==> src/rtl/uvc_payload_packer_pkg.sv <==
// uvc_pkg: shared constants and types for the UVC payload packer.
//   UVC_HDR_LEN         - bytes of UVC payload header in front of pixel data
//   BFH_FID/EOF/EOH     - bit positions inside the header flags byte
//   state_t             - packer FSM state encoding
//   uvc_hdr_flags()     - builds the second header byte from eof/fid
package uvc_pkg;

   localparam int UVC_HDR_LEN = 2;

   localparam int BFH_FID = 0;
   localparam int BFH_EOF = 1;
   localparam int BFH_EOH = 7;

   typedef enum logic [2:0] {
      ST_IDLE,
      ST_SOF,
      ST_GAP,
      ST_WAIT,
      ST_HDR0,
      ST_HDR1,
      ST_DATA
   } state_t;

   function automatic logic [7:0] uvc_hdr_flags(input logic eof, input logic fid);
      logic [7:0] b;
      b          = 8'h00;
      b[BFH_EOH] = 1'b1;
      b[BFH_EOF] = eof;
      b[BFH_FID] = fid;
      return b;
   endfunction

endpackage

==> src/rtl/uvc_payload_packer_if.sv <==
// uvc_payload_packer_if: bundles the frame-source fetch port (vf_*) and the
// payload byte stream (out_*).
//   master - packer side: drives vf_sof/vf_req and out_valid/out_data/out_last
//   slave  - source/sink side: drives vf_byte and out_ready
interface uvc_payload_packer_if;
   logic       vf_sof;
   logic       vf_req;
   logic [7:0] vf_byte;
   logic       out_valid;
   logic       out_ready;
   logic [7:0] out_data;
   logic       out_last;

   modport master (
      output vf_sof, vf_req, out_valid, out_data, out_last,
      input  vf_byte, out_ready
   );

   modport slave (
      input  vf_sof, vf_req, out_valid, out_data, out_last,
      output vf_byte, out_ready
   );
endinterface

==> src/rtl/uvc_payload_packer.sv <==
// uvc_payload_packer: pulls pixel bytes from a vf-interface frame source and
// emits UVC payloads (2-byte header + up to MAX_PAYLOAD-2 data bytes) on a
// valid/ready byte stream.
// Ports:
//   clk, rstn        - 60 MHz clock, async active-low reset
//   stream_en        - host streaming enable
//   pkt_req          - one-cycle request for a payload (honoured only in WAIT)
//   bus (master)     - vf_sof/vf_req/vf_byte and out_valid/ready/data/last
//   fid              - current UVC frame-ID bit
//   frame_done       - pulse on acceptance of the final byte of a frame
//
// state | meaning
// IDLE  | streaming off, waiting for stream_en
// SOF   | vf_sof pulse, frame byte counter loaded
// GAP   | source settling cycle after vf_sof
// WAIT  | frame in progress, waiting for pkt_req
// HDR0  | header length byte
// HDR1  | header flags byte (EOH, EOF, FID)
// DATA  | pixel bytes passed straight through from the source
module uvc_payload_packer
   import uvc_pkg::*;
#(
   parameter logic [13:0] FRAME_W     = 14'd252,
   parameter logic [13:0] FRAME_H     = 14'd120,
   parameter int          BPP         = 1,
   parameter int          MAX_PAYLOAD = 512
) (
   input  logic                   clk,
   input  logic                   rstn,
   input  logic                   stream_en,
   input  logic                   pkt_req,
   uvc_payload_packer_if.master   bus,
   output logic                   fid,
   output logic                   frame_done
);

   localparam logic [31:0] FRAME_BYTES = 32'(FRAME_W) * 32'(FRAME_H) * 32'(BPP);
   localparam int          DATA_MAX    = MAX_PAYLOAD - UVC_HDR_LEN;
   localparam logic [10:0] DATA_MAX_L  = 11'(DATA_MAX);

   state_t      state, state_nxt;
   logic [31:0] remaining, remaining_nxt;
   logic [10:0] plen, plen_nxt;
   logic        fid_nxt;

   logic       vf_sof_c, vf_req_c, out_valid_c, out_last_c, frame_done_c;
   logic [7:0] out_data_c;
   logic       eof;

   assign eof = (remaining == {21'd0, plen});

   always_ff @(posedge clk or negedge rstn) begin
      if (!rstn) begin
         state     <= ST_IDLE;
         remaining <= 32'd0;
         plen      <= 11'd0;
         fid       <= 1'b0;
      end else begin
         state     <= state_nxt;
         remaining <= remaining_nxt;
         plen      <= plen_nxt;
         fid       <= fid_nxt;
      end
   end

   always_comb begin
      state_nxt     = state;
      remaining_nxt = remaining;
      plen_nxt      = plen;
      fid_nxt       = fid;
      vf_sof_c      = 1'b0;
      vf_req_c      = 1'b0;
      out_valid_c   = 1'b0;
      out_data_c    = 8'h00;
      out_last_c    = 1'b0;
      frame_done_c  = 1'b0;

      case (state)
         ST_IDLE: begin
            if (stream_en) state_nxt = ST_SOF;
         end
         ST_SOF: begin
            vf_sof_c      = 1'b1;
            remaining_nxt = FRAME_BYTES;
            state_nxt     = ST_GAP;
         end
         ST_GAP: begin
            state_nxt = ST_WAIT;
         end
         ST_WAIT: begin
            // Losing stream_en abandons the rest of the frame, even if a
            // request arrives in the same cycle.
            if (!stream_en) begin
               fid_nxt   = ~fid;
               state_nxt = ST_IDLE;
            end else if (pkt_req) begin
               plen_nxt  = (remaining < {21'd0, DATA_MAX_L}) ? remaining[10:0] : DATA_MAX_L;
               state_nxt = ST_HDR0;
            end
         end
         ST_HDR0: begin
            out_valid_c = 1'b1;
            out_data_c  = 8'(UVC_HDR_LEN);
            if (bus.out_ready) state_nxt = ST_HDR1;
         end
         ST_HDR1: begin
            out_valid_c = 1'b1;
            out_data_c  = uvc_hdr_flags(eof, fid);
            if (bus.out_ready) state_nxt = ST_DATA;
         end
         ST_DATA: begin
            // The source holds vf_byte until vf_req, so tying vf_req to
            // out_ready keeps out_data stable across stalls.
            out_valid_c = 1'b1;
            out_data_c  = bus.vf_byte;
            vf_req_c    = bus.out_ready;
            out_last_c  = (plen == 11'd1);
            if (bus.out_ready) begin
               plen_nxt      = plen - 11'd1;
               remaining_nxt = remaining - 32'd1;
               if (out_last_c) begin
                  if (remaining == 32'd1) begin
                     frame_done_c = 1'b1;
                     fid_nxt      = ~fid;
                     state_nxt    = stream_en ? ST_SOF : ST_IDLE;
                  end else begin
                     state_nxt = ST_WAIT;
                  end
               end
            end
         end
         default: state_nxt = ST_IDLE;
      endcase
   end

   assign bus.vf_sof    = vf_sof_c;
   assign bus.vf_req    = vf_req_c;
   assign bus.out_valid = out_valid_c;
   assign bus.out_data  = out_data_c;
   assign bus.out_last  = out_last_c;
   assign frame_done    = frame_done_c;

endmodule

==> src/flat_wrapper.sv <==
// flat-port wrapper written by rule: the top's interface ports become plain ports
module uvc_payload_packer_flat import uvc_pkg::*;
#(
   parameter logic [13:0] FRAME_W     = 14'd252,
   parameter logic [13:0] FRAME_H     = 14'd120,
   parameter int          BPP         = 1,
   parameter int          MAX_PAYLOAD = 512
)
  (clk, rstn, stream_en, pkt_req, fid, frame_done, bus_vf_sof, bus_vf_req, bus_out_valid, bus_out_data, bus_out_last, bus_vf_byte, bus_out_ready);
  uvc_payload_packer_if bus_i ();
  input  logic clk;
  input  logic rstn;
  input  logic stream_en;
  input  logic pkt_req;
  output logic fid;
  output logic frame_done;
  output wire logic [$bits(bus_i.vf_sof)-1:0] bus_vf_sof;
  output wire logic [$bits(bus_i.vf_req)-1:0] bus_vf_req;
  output wire logic [$bits(bus_i.out_valid)-1:0] bus_out_valid;
  output wire logic [$bits(bus_i.out_data)-1:0] bus_out_data;
  output wire logic [$bits(bus_i.out_last)-1:0] bus_out_last;
  input wire logic [$bits(bus_i.vf_byte)-1:0] bus_vf_byte;
  input wire logic [$bits(bus_i.out_ready)-1:0] bus_out_ready;
  assign bus_vf_sof = bus_i.vf_sof;
  assign bus_vf_req = bus_i.vf_req;
  assign bus_out_valid = bus_i.out_valid;
  assign bus_out_data = bus_i.out_data;
  assign bus_out_last = bus_i.out_last;
  assign bus_i.vf_byte = bus_vf_byte;
  assign bus_i.out_ready = bus_out_ready;
  uvc_payload_packer #(.FRAME_W(FRAME_W), .FRAME_H(FRAME_H), .BPP(BPP), .MAX_PAYLOAD(MAX_PAYLOAD)) u_core (.clk(clk), .rstn(rstn), .stream_en(stream_en), .pkt_req(pkt_req), .bus(bus_i), .fid(fid), .frame_done(frame_done));
endmodule
==> config.mk <==
export PLATFORM = sky130hd
export DESIGN_NAME = uvc_payload_packer_flat
export DESIGN_NICKNAME = d
export VERILOG_FILES = /design/src/rtl/uvc_payload_packer_pkg.sv /design/src/rtl/uvc_payload_packer_if.sv /design/src/rtl/uvc_payload_packer.sv /design/src/flat_wrapper.sv
export SDC_FILE = /design/constraint.sdc
export NUM_CORES = 1
export LEC_CHECK = 0
export BUFFER_PORTS_ARGS = -buffer_cell sky130_fd_sc_hd__buf_2
export CORE_MARGIN = 1
export CORE_UTILIZATION = 66
export CTS_BUF_LIST = sky130_fd_sc_hd__clkbuf_2 sky130_fd_sc_hd__clkbuf_4 sky130_fd_sc_hd__clkbuf_8
export DETAILED_ROUTE_END_ITERATION = 8
export HOLD_SLACK_MARGIN = 0.06
export PLACE_DENSITY_LB_ADDON = 0.25
export SLEW_MARGIN = 30
export SYNTH_ARGS = -nofsm -noshare
export SYNTH_HDL_FRONTEND = slang
export SYNTH_SLANG_ARGS = --single-unit
==> constraint.sdc <==
create_clock -name clk -period 5.11 [get_ports clk]
set_input_delay 0.2555 -clock clk [delete_from_list [all_inputs] [get_ports clk]]
set_output_delay 0.2555 -clock clk [all_outputs]
set_load 0.02 [all_outputs]
==> summary.md <==
Run status
- completed — run status

Clock tree
- 0.09 ns — clock-pin slew on the worst setup and hold paths
- 47 — clk sink count
- 0 — Gates resized, CTS repair
- sky130_fd_sc_hd__clkbuf_8 — clock root buffer
- 2 — # H-tree levels
- 2 — buffer levels on the longest clock path
- 0 — total setup buffers inserted after CTS
- 0.31 ns — latest clock arrival within the worst-skew pair
- done — CTS tree
- 5 — Inserted Clock Buffers

Final layout
- 11.6% — fraction of final layout cells sized beyond drive strength 1
- 0.00315 mm² — final design area excluding fillers
- 369 — Final #Nets
- 76.5% — post-layout utilization of the core
- 0 — antenna cells
- 7.79% — growth of design area from synthesis to finish

Power
- 42.8% — relative contribution of sequential cells to total power
- 19.1% — clock share of power
- 38.0% — logic gate share of total power
- 1.33 nW — Pleak
- 42.7% — fraction of power spent switching nets
- 0.000810 W — internal power of the cells
- 449 mW/mm² — pwr dens
- 0.218 mV — worst vdd rail ir drop
- 0.000604 W — switching power total

Die
- 68.5 µm — Die X
- 27 — number of I/O pins
- 0.00470 mm² — Die Area
- 68.5 µm — height of the chip
- 23 — cell row count
- 71.0% — Initial Util
- 0.00412 mm² — floorplan core area

Logic synthesis
- 40.3% — post-synthesis sequential area ratio
- 47 — flops & latches, synth
- 8.67 µm² — mean instance size in the synthesized netlist
- sky130_fd_sc_hd__dfrtp_1 — post-synth top area cell
- sky130_fd_sc_hd__dfrtp_1, sky130_fd_sc_hd__nor2_1, sky130_fd_sc_hd__xnor2_1, sky130_fd_sc_hd__nand2_1, sky130_fd_sc_hd__nor4_1 — commonest cells in the netlist
- sky130_fd_sc_hd__dfrtp_1, sky130_fd_sc_hd__xnor2_1, sky130_fd_sc_hd__nor2_1, sky130_fd_sc_hd__nor4_1, sky130_fd_sc_hd__nor3_1 — largest cells by area after synthesis
- 0 — synth warn
- 0.00292 mm² — mapped cell area
- 354 — Post-Syn Nets
- sky130_fd_sc_hd__dfrtp_1 — Main synth FF type
- 49 — count of different cell masters after synthesis
- 0 — number of synthesized flops with an enable pin
- 40.3% — area share of the largest cell type after synthesis
- 100% — share of async-settable or async-resettable flops after synthesis
- 337 — count of mapped cells out of synthesis
- sky130_fd_sc_hd__dfrtp_1 — most frequently used cell type in the post-synthesis netlist

STA
- 0.304 GHz — maximum frequency from static timing analysis
- 64.3% — final period utilization
- 0 — number of failing hold endpoints at the final stage
- 0.857 ns — actual transition at the worst max-transition pin
- 42.3% — Slew Limit Headroom
- 0 — number of slew-limit violations in the final report
- 0 — final setup fails
- 0.0123 ns — worst clock skew
- no — RSZ-0062 raised after global routing
- 0 ns — aggregate negative setup slack
- 3.28 ns — crit path time final

GRT
- 0 — aggregate global routing overflow
- 2,338 — via count of the first global-routing pass
- 0 — initial antenna violation count
- 30.5% — total global routing track utilization
- 10.3 mm — first-pass GRT wire length
- 48 — maximum number of pins on one net before global-route repair

Worst hold path
- stream_en — min-delay src
- u_core.state[0] — worst hold endpoint
- input port to flop — hold crit path type
- 3 — number of cells on the worst hold path

Critical path
- flop to flop — type of the worst setup path
- nor2b_1 > nand2_1 > inv_1 > o2111ai_1 > nor4_1 > xnor2_1 > nor2_1 — series of cell instances along the critical path
- 1.83 ns — R2R setup slack
- 7 — FF-to-FF path depth
- u_core.state[0] — launch instance of the worst register-to-register path
- u_core.remaining[29] — worst reg2reg endpoint
- 29 — maximum fanout along the worst path
- 0.70 ns — Max stage delay on crit path
- flop — sort of element at the start of the critical path
- 3.44 ns — arrival time at the worst endpoint
- sky130_fd_sc_hd__inv_1 — slowest stage cell on the critical path
- 5.26 ns — required time of the critical path
- flop — Critical Path Sink Type

Detailed routing
- 6.18 — via density per instance
- 15.9 µm — detailed-route wire length per cell
- 2,485 — Vias
- 173 — starting DRC count in detailed routing
- 0 — final antenna-violating net count
- 4 — Pre-Repair DR Iteration Count
- 6.38 mm — detailed-route wire length
- 0 — DRC violations left

Placement
- 0.00303 mm² — placed instance area
- 0.885 — RePlAce Congestion
- 26 — IO buf count
- 4.41 mm — Detailed Place HPWL

Job
- 0 — max-cap violations

-- flip-flops by register name (all words and copies together), names as in the netlist --
register,count
u_core.remaining,32
u_core.plen,11
u_core.state,3
u_core.fid,1
-- critical path: cells and delay by family, from the launching register on --
family | cells | cell delay [ns]
simple gates | 4 | 1.14
buf+inv | 1 | 0.70
flops | 1 | 0.56
compound gates | 1 | 0.51
xor+xnor | 1 | 0.20
-- through the flow --
stage | power (W) | worst slack, ns | instances | hold slack [ns]
detailed placement | 0.00114 | 1.93 | 394 | 0.299
global placement | 0.00113 | 2.18 | 394 | 0.488
finish | 0.00141 | 1.83 | 402 | 0.304
CTS | 0.00142 | 1.90 | 402 | 0.308
floorplan | 0.00101 | 2.63 | 337 | -0.0401
global route | 0.00151 | 1.60 | 402 | 0.314
-- logic make-up after synthesis --
logic type	count (synthesis)	synth area share (%)
adder cells (fa/ha/maj)	4	1.71
AND/OR/NAND/NOR	159	29.6
AO/OA/AOI/OAI	56	12.0
flip-flops	47	40.3
multiplexers	1	0.343
XOR/XNOR	39	11.7
buffers and inverters	31	4.41
-- layout make-up --
type                       instances  area [µm²]
multi-input combinational        259        1620
sequential                        47        1180
fill                             296         966
timing repair buffer              27         143
clock buffer                       6        76.3
tap                               50        62.6
inverter                          12        45.0
clock inverter                     1        30.0
-- how the worst max path moves through the flow --
| stage | startpoint | endpoint | slack [ns] | cells past startpoint |
|---|---|---|---|---|
| final | u_core.state[0] | u_core.remaining[29] | 1.83 | 7 |
| after global routing | u_core.state[0] | u_core.remaining[29] | 1.60 | 7 |
| after CTS | u_core.state[0] | u_core.remaining[29] | 1.90 | 7 |
| after detailed placement | u_core.state[0] | u_core.remaining[29] | 1.93 | 7 |
| after global placement | u_core.state[0] | u_core.remaining[17] | 2.18 | 7 |
| after floorplan | u_core.remaining[12] | frame_done | 2.63 | 4 |
-- routing by layer --
| metal | up-vias | share of wire, % | GRT usage, % |
|---|---|---|---|
| met5 | - | 0 | 0 |
| met3 | 15 | 4.5 | 6.25 |
| met2 | 76 | 48 | 52.1 |
| met4 | 0 | 2.3 | 14.1 |
| li1 | 1218 | - | - |
| met1 | 1176 | 45 | 36.8 |
-- power by group through the flow --
| stage | combinational (W) | clock, W | sequential, W |
|---|---|---|---|
| floorplan | 0.000486 | 0 | 0.000529 |
| global placement | 0.000521 | 0 | 0.000605 |
| detailed placement | 0.000532 | 0 | 0.000609 |
| CTS | 0.000538 | 0.000276 | 0.000601 |
| global route | 0.000603 | 0.000286 | 0.000624 |
| finish | 0.000538 | 0.000271 | 0.000605 |
-- placed cells by master, fill, tap and decap left out, types with 9 or more instances in the layout --
cell,instances
sky130_fd_sc_hd__nand2_1,20
sky130_fd_sc_hd__nor3_1,16
sky130_fd_sc_hd__buf_2,25
sky130_fd_sc_hd__dfrtp_1,47
sky130_fd_sc_hd__nand3_1,12
sky130_fd_sc_hd__or3_1,9
sky130_fd_sc_hd__nor4_1,18
sky130_fd_sc_hd__a21oi_1,14
sky130_fd_sc_hd__inv_1,11
sky130_fd_sc_hd__nor2_1,46
sky130_fd_sc_hd__o21ai_0,16
sky130_fd_sc_hd__xnor2_1,31
-- what timing repair did --
action,in CTS,in global routing
hold endpoints to repair,47,0
setup endpoints to repair,0,0
hold buffers,1,0
Note: power is estimated with default switching activity, not from simulation.
